===== src/rtl/stream_mux_arbiter.sv =====
// stream_mux_arbiter: N-to-1 valid/ready stream mux with internal arbitration
// (round-robin or fixed priority) feeding a single registered output stage.
module stream_mux_arbiter #(
  parameter int WIDTH    = 32,
  parameter int CHANNELS = 8,
  parameter int MODE     = 0,
  parameter int SELW     = $clog2(CHANNELS)
) (
  input  logic                      i_clock,
  input  logic                      i_reset,
  input  logic [CHANNELS*WIDTH-1:0] i_data,
  input  logic [CHANNELS-1:0]       i_valid,
  output logic [CHANNELS-1:0]       o_ready,
  output logic [WIDTH-1:0]          o_data,
  output logic [SELW-1:0]           o_channel,
  output logic                      o_valid,
  input  logic                      i_ready
);

  localparam logic [SELW:0]   NCH  = (SELW+1)'(CHANNELS);
  localparam logic [SELW-1:0] LAST = SELW'(CHANNELS - 1);

  logic [WIDTH-1:0] r_data;
  logic [SELW-1:0]  r_chan;
  logic [SELW-1:0]  r_ptr;
  logic             r_valid;

  logic             w_load;
  logic             w_found;
  logic             w_fire;
  logic [SELW-1:0]  w_gnt;
  logic [WIDTH-1:0] w_data;

  // Output register may accept a new beat when empty or being drained.
  assign w_load = ~r_valid | i_ready;
  // Reset level gates the grant so o_ready is zero throughout reset.
  assign w_fire = w_load & w_found & i_reset;

  // Arbitration: first requester from ptr upward (wrapping), or lowest index.
  always_comb begin
    logic [SELW:0]   v_sum;
    logic [SELW-1:0] v_idx;
    w_found = 1'b0;
    w_gnt   = '0;
    v_sum   = '0;
    v_idx   = '0;
    for (int unsigned i = 0; i < CHANNELS; i++) begin
      if (MODE == 0) begin
        // ptr + i stays below 2*CHANNELS, so one conditional subtract wraps it.
        v_sum = {1'b0, r_ptr} + i[SELW:0];
        if (v_sum >= NCH) v_sum = v_sum - NCH;
        v_idx = v_sum[SELW-1:0];
      end else begin
        v_idx = i[SELW-1:0];
      end
      if (!w_found && i_valid[v_idx]) begin
        w_found = 1'b1;
        w_gnt   = v_idx;
      end
    end
  end

  // Data select for the granted channel.
  always_comb begin
    w_data = '0;
    for (int unsigned k = 0; k < CHANNELS; k++) begin
      if (w_gnt == k[SELW-1:0]) w_data = i_data[k*WIDTH +: WIDTH];
    end
  end

  // One-hot accept towards the granted channel.
  always_comb begin
    o_ready = '0;
    if (w_fire) o_ready[w_gnt] = 1'b1;
  end

  // Output stage and round-robin pointer.
  always_ff @(posedge i_clock or negedge i_reset) begin
    if (!i_reset) begin
      r_data  <= '0;
      r_chan  <= '0;
      r_valid <= 1'b0;
      r_ptr   <= '0;
    end else if (w_load) begin
      r_valid <= w_found;
      if (w_found) begin
        r_data <= w_data;
        r_chan <= w_gnt;
        if (MODE == 0) r_ptr <= (w_gnt == LAST) ? '0 : w_gnt + SELW'(1);
      end
    end
  end

  assign o_data    = r_data;
  assign o_channel = r_chan;
  assign o_valid   = r_valid;

endmodule

===== config.mk =====
export PLATFORM = sky130hd
export DESIGN_NAME = stream_mux_arbiter
export DESIGN_NICKNAME = d
export VERILOG_FILES = /design/src/rtl/stream_mux_arbiter.sv
export SDC_FILE = /design/constraint.sdc
export NUM_CORES = 1
export LEC_CHECK = 0
export CAP_MARGIN = 25
export CORE_ASPECT_RATIO = 0.75
export CORE_MARGIN = 2
export CORE_UTILIZATION = 35
export CTS_CLUSTER_SIZE = 28
export DETAILED_ROUTE_END_ITERATION = 10
export PLACE_DENSITY_LB_ADDON = 0.3
export RECOVER_POWER = 100
export SYNTH_ARGS = -nofsm -noshare
export SYNTH_HDL_FRONTEND = slang
export SYNTH_SLANG_ARGS = --single-unit

===== constraint.sdc =====
create_clock -name i_clock -period 5.1 [get_ports i_clock]
set_input_delay 1.53 -clock i_clock [delete_from_list [all_inputs] [get_ports i_clock]]
set_output_delay 1.53 -clock i_clock [all_outputs]
set_load 0.02 [all_outputs]

# == Word level (Yosys, flattened, before mapping) ==
# Cells that the tools add are included.
# classes
mux,52
n_eq_ne,7
bitwise,4
magnitude_cmp,18
reduce_logical,17
n_addsub,16
# op_table
op,count
2-to-1 mux 32 bit,8
2-to-1 mux 3 bit,17
"< comparator 3 x 4 -> 1 bit, second input constant",9
"greater-or-equal comparator 4 bit, second input constant",7
binary-select mux 1 bit (select 3 bit),8
"subtractor 3 x 1 -> 3 bit, second input constant",8
2-to-1 mux 1 bit,17
"adder 3 x 3 -> 4 bit, second input constant",4
"== test 3 bit, second input constant",4
"adder 3 x 2 -> 4 bit, second input constant",2
logical AND 1 bit,8
2-to-1 mux 8 bit,1
logical NOT 1 bit,7
"== test 3 x 2 -> 1 bit, second input constant",2
"adder 3 x 1 -> 4 bit, second input constant",1
"greater-or-equal comparator 3 x 4 -> 1 bit, second input constant",1
"adder 3 x 1 -> 3 bit, second input constant",1
demux 1 bit (select 3 bit),1
"== test 3 x 1 -> 1 bit, second input constant",1
"greater-or-equal comparator 3 x 1 -> 1 bit, second input constant",1
logical NOT 3 bit,1
AND 1 bit,2
AND reduction 2 bit,1
NOT 1 bit,1
bitwise OR 1 bit,1
# word_totals
input_bits,267
out_inout_bits,44
wordCells,118
ff_bits,39

# == Logic depth before layout (Yosys ltp) ==
# logic_depth
ltp_word,35
ltp_mapped,22
ltp_nobuf,16

# == Least setup slack after synthesis ==
# No wires, ideal clock.
# synth_path
path_kind,input to output
start,in i_valid[0]
end,out o_ready[0]
t_arrival_ns,4.112
required_time_ns,3.570
setup_slack_ns,-0.542
cell_stages,11
n_path_buf,2
path_cell_list,mux4_2 -> mux2_4 -> a21oi_2 -> nand3b_1 -> nand4b_1 -> and2_1 -> inv_2 -> buf_6 -> buf_4 -> nand3_1 -> nor3_1
# synth_between
elab_chain_len,29
elab_cells_between_ends,54
classes_between,2 x order compare; 35 x mux; 2 x bitwise; 15 x reduce/logical
# synth_lines
element,line_no,text
"start, declared",12,"input logic [CHANNELS-1:0] i_valid,"
binary-select mux 1 bit (select 3 bit),56,if (!w_found && i_valid[v_idx]) begin
2-to-1 mux 1 bit (implied by the code),56,
2-to-1 mux 1 bit,56,
logical NOT 1 bit,56,
logical AND 1 bit,56,
2-to-1 mux 1 bit,56,
logical NOT 1 bit,56,
logical AND 1 bit,56,
[13 not listed],n/a,
logical NOT 1 bit,56,
logical AND 1 bit,56,
2-to-1 mux 3 bit,56,
< comparator 3 x 4 -> 1 bit (implied by the code) or greater-or-equal comparator 3 x 1 -> 1 bit (tied branches),74,if (w_fire) o_ready[w_gnt] = 1'b1;
logical AND 1 bit (implied by the code),74,
2-to-1 mux 1 bit (implied by the code),74,
demux 1 bit (select 3 bit),74,
2-to-1 mux 8 bit *,74,
"end, declared",13,"output logic [CHANNELS-1:0] o_ready,"
# Mark *: on every way between the ends. The rest lies on a longest branch, timed or not. The select of a mux whose other input is x is not followed.

# == Worst setup path in the final report ==
# layout_path
start,in i_valid[3]
end,out o_ready[5]
# The elaborated chain is that of the path after synthesis.

==> results.py <==
metrics = {
    "timing": {
        "period_share_pct": 106,
        "rsz0062_at_grt": "true",
        "clock.fmax_ghz": 0.184,
        "final_hold_viol_count": 0,
        "worst_pin_slew_ns": 0.476,
        "relSlewSlack_pct": 68.3,
        "fin_crit_ns": 5.43,
        "clock_skew_ns": 0.0119,
        "hold_slack_ns": 0.480,
        "maxSlewViolCount": 0,
        "finalSetupViolations": 8,
        "fin_ws_ns": -0.331,
    },
    "floorplan": {
        "io_pins": 311,
        "core-area_sq_um": 14600,
        "start_util_pct": 36.2,
        "rows": 38,
        "die-area_sq_um": 16100,
        "fp.dieH_um": 110,
        "fp.dieW_um": 146,
    },
    "layout": {
        "fin_util_pct": 68.7,
        "final_net_count": 1321,
        "final_common_cell": "clkdlybuf4s50_1",
        "syn_to_final_growth_pct": 89.7,
        "nFillCells": 1145,
        "drive_above_1_share_pct": 20.8,
        "mostFrequentLayoutCells": "257 x clkdlybuf4s50_1, 106 x nand2_1, 93 x buf_4, 70 x mux2i_1",
    },
    "critical_path": {
        "crit_path_max_incr_delay_ns": 0.48,
        "path_max_fanout": 4,
        "end_kind": "output port",
        "cp_top_family": "simple AND/OR/NAND/NOR gates",
        "cpMaxStageDelayCell": "mux4_2",
        "reg2reg_setup_slack_ns": 0.43,
        "path_class": "input pin to output port",
        "cp.arrival_ns": 3.90,
        "critPathLaunchType": "input pin",
        "cp_num_buf_inv": 6,
        "path_cells": "buf_8 -> buf_6 -> mux2i_4 -> mux4_2 -> a22oi_2 -> nand3b_1 -> buf_4 -> buf_4 -> nor3_4 -> or2_4 -> buf_12 -> nor3_4 -> buf_6",
        "crit_required_ns": 3.57,
    },
    "clocking": {
        "path_clk_slew_ns": 0.07,
        "cts_made_buffers": 5,
        "cts_buffer_depth": 2,
        "cts-root-buf": "clkbuf_16",
        "cts_tree": "done",
        "clock_latency_ns": 0.29,
        "htree_num_levels": 2,
        "postCtsHoldBufs": 0,
        "cts_sinks": 39,
    },
    "logic_synthesis": {
        "synth_edf_count": 0,
        "ys_seq_elements": 39,
        "synth_compound_area_share_pct": 28.8,
        "synth.mux.area_fraction_pct": 20.3,
        "synth.distinct_cells": 57,
        "synth-xor-area-share_pct": 0.332,
        "synth_area_per_cell_sq_um": 7.83,
        "synth-async-reset-ratio_pct": 100,
        "netlist_area_sq_um": 5280,
        "yosys.area_share.simple_pct": 24.3,
        "yosysWarningCount": 0,
        "seq_area_frac_synth_pct": 18.5,
        "synthAdderAreaFrac_pct": 1.18,
        "synth_ff_type": "dfrtp_1",
        "synth_top_family_by_area": "compound AO/OA/AOI/OAI gates",
        "syn_inst": 675,
        "synth_nets": 947,
    },
    "flow_run": {
        "cap_viol_max_count": 0,
    },
    "routing": {
        "dr.pass1.iters": 5,
        "drc": 0,
        "vias": 7328,
        "routedWlPerCell_um": 21.2,
        "detail-route-antenna-nets": 0,
        "vias_per_cell": 5.86,
        "routed_wl_um": 26500,
        "drt_iter0_markers": 554,
    },
    "hold_path": {
        "hp-class": "register to register",
    },
    "global_route": {
        "grt_max_degree": 62,
        "grt_use_total_pct": 30.7,
        "antenna_found_initial": 1,
        "grt_pass1_wl_um": 39000,
        "first_global_vias": 7262,
        "globalRoute.totalOverflow": 0,
    },
    "placed_design": {
        "dp_worst_setup_slack_ns": -1.27,
        "dp_hpwl_um": 18900,
        "io_buffer_count": 310,
        "gp_congestion": 0.888,
    },
    "run_status": {
        "violations": "negative setup slack",
        "status": "finished with violations",
    },
}
sequential cells by signal (all words and copies together) (netlist names):
register / flops
o_channel: 3
o_data: 32
o_valid: 1
r_ptr: 3
tightest hold or removal path: stages (launching register included):
cell and delay (ns):
dfrtp_1 0.34, nand2_1 0.04, o21ai_0 0.06
kinds of logic (layout without fill, tap and decap cells):
group	after synthesis	count (layout)
buffers and inverters	80	455
xor gates and xnor gates	2	2
muxes	91	91
adders and majority gates	5	5
and+or+nand+nor	251	251
AOI/OAI and AO/OA	207	207
DFF	39	39
other	0	1
stage by stage:
stage	TNS, ns	cells	instance area, sq um
global placement	-36.99	1207	9350
finish	-2.26	1251	10000
floorplan	-1.45	675	5420
detailed placement	-39.70	1207	9350
global route	-2.67	1251	10000
CTS	-1.42	1243	9840
cell usage after synthesis, drive strengths merged (2+ instances only):
master,number,area share (%)
mux2,4,0.92
buf,18,2.2
clkbuf,50,3.6
mux2i,75,14
nand2b,36,4.3
dfrtp,39,18
o221ai,33,5.5
inv,11,0.78
mux4,12,5.1
a31oi,3,0.36
nand2,108,7.7
o21ai,12,1.1
o22ai,4,0.47
o21a,2,0.28
nor2,48,3.4
a22oi,34,4.9
a311oi,31,5.1
nand3,3,0.28
nor3,7,0.76
nand4b,33,5.5
nor2b,3,0.36
or3b,2,0.33
ha,5,1.2
o31ai,33,4.7
a221oi,2,0.33
nand3b,2,0.28
a221o,2,0.38
a21oi,42,4.1
or2,2,0.24
and3,2,0.24
repair_timing:
| item | in CTS | in global routing |
|---|---|---|
| setup buffers | 29 | 9 |
| gates cloned | 0 | 0 |
| gates resized for setup | 126 | 27 |
| endpoints found under the setup margin | 40 | 39 |
| pin swaps | 16 | 16 |
cell type report:
class | instances | area [sq um] | area share (%)
well taps | 200 | 250 | 2.50
diodes | 1 | 2.50 | 0.0250
clock inverters | 1 | 5.00 | 0.0499
inverters | 12 | 47.5 | 0.474
multi-input cells | 556 | 4280 | 42.7
clock buffers | 7 | 133 | 1.32
repair buffers | 435 | 4330 | 43.2
flip-flops and latches | 39 | 976 | 9.74
routing by layer:
layer	GRT usage (%)	part of all wire (%)	wire (um)	up-vias
li1	-	-	-	3360
met1	37.7	39	10200	3470
met2	53.6	49	13100	438
met3	6.63	9.2	2450	60
met4	11.8	3.0	801	0
met5	0	0	0	-
path summary, 6_finish.rpt:
kind | from | to | depth (start not counted)
worst max-delay path | i_valid[3] | o_ready[5] | 13
worst min-delay path | o_channel[1] | o_channel[1] | 2
worst max register to register | r_ptr[0] | o_data[2] | 21
worst min register to register | o_channel[1] | o_channel[1] | 2
max in group asynchronous | i_reset | o_data[12] | 2
min in group asynchronous | i_reset | o_data[4] | 1
Power is not shown: default switching activity piles up to over one toggle a cycle in this logic, so the estimate is an artifact.
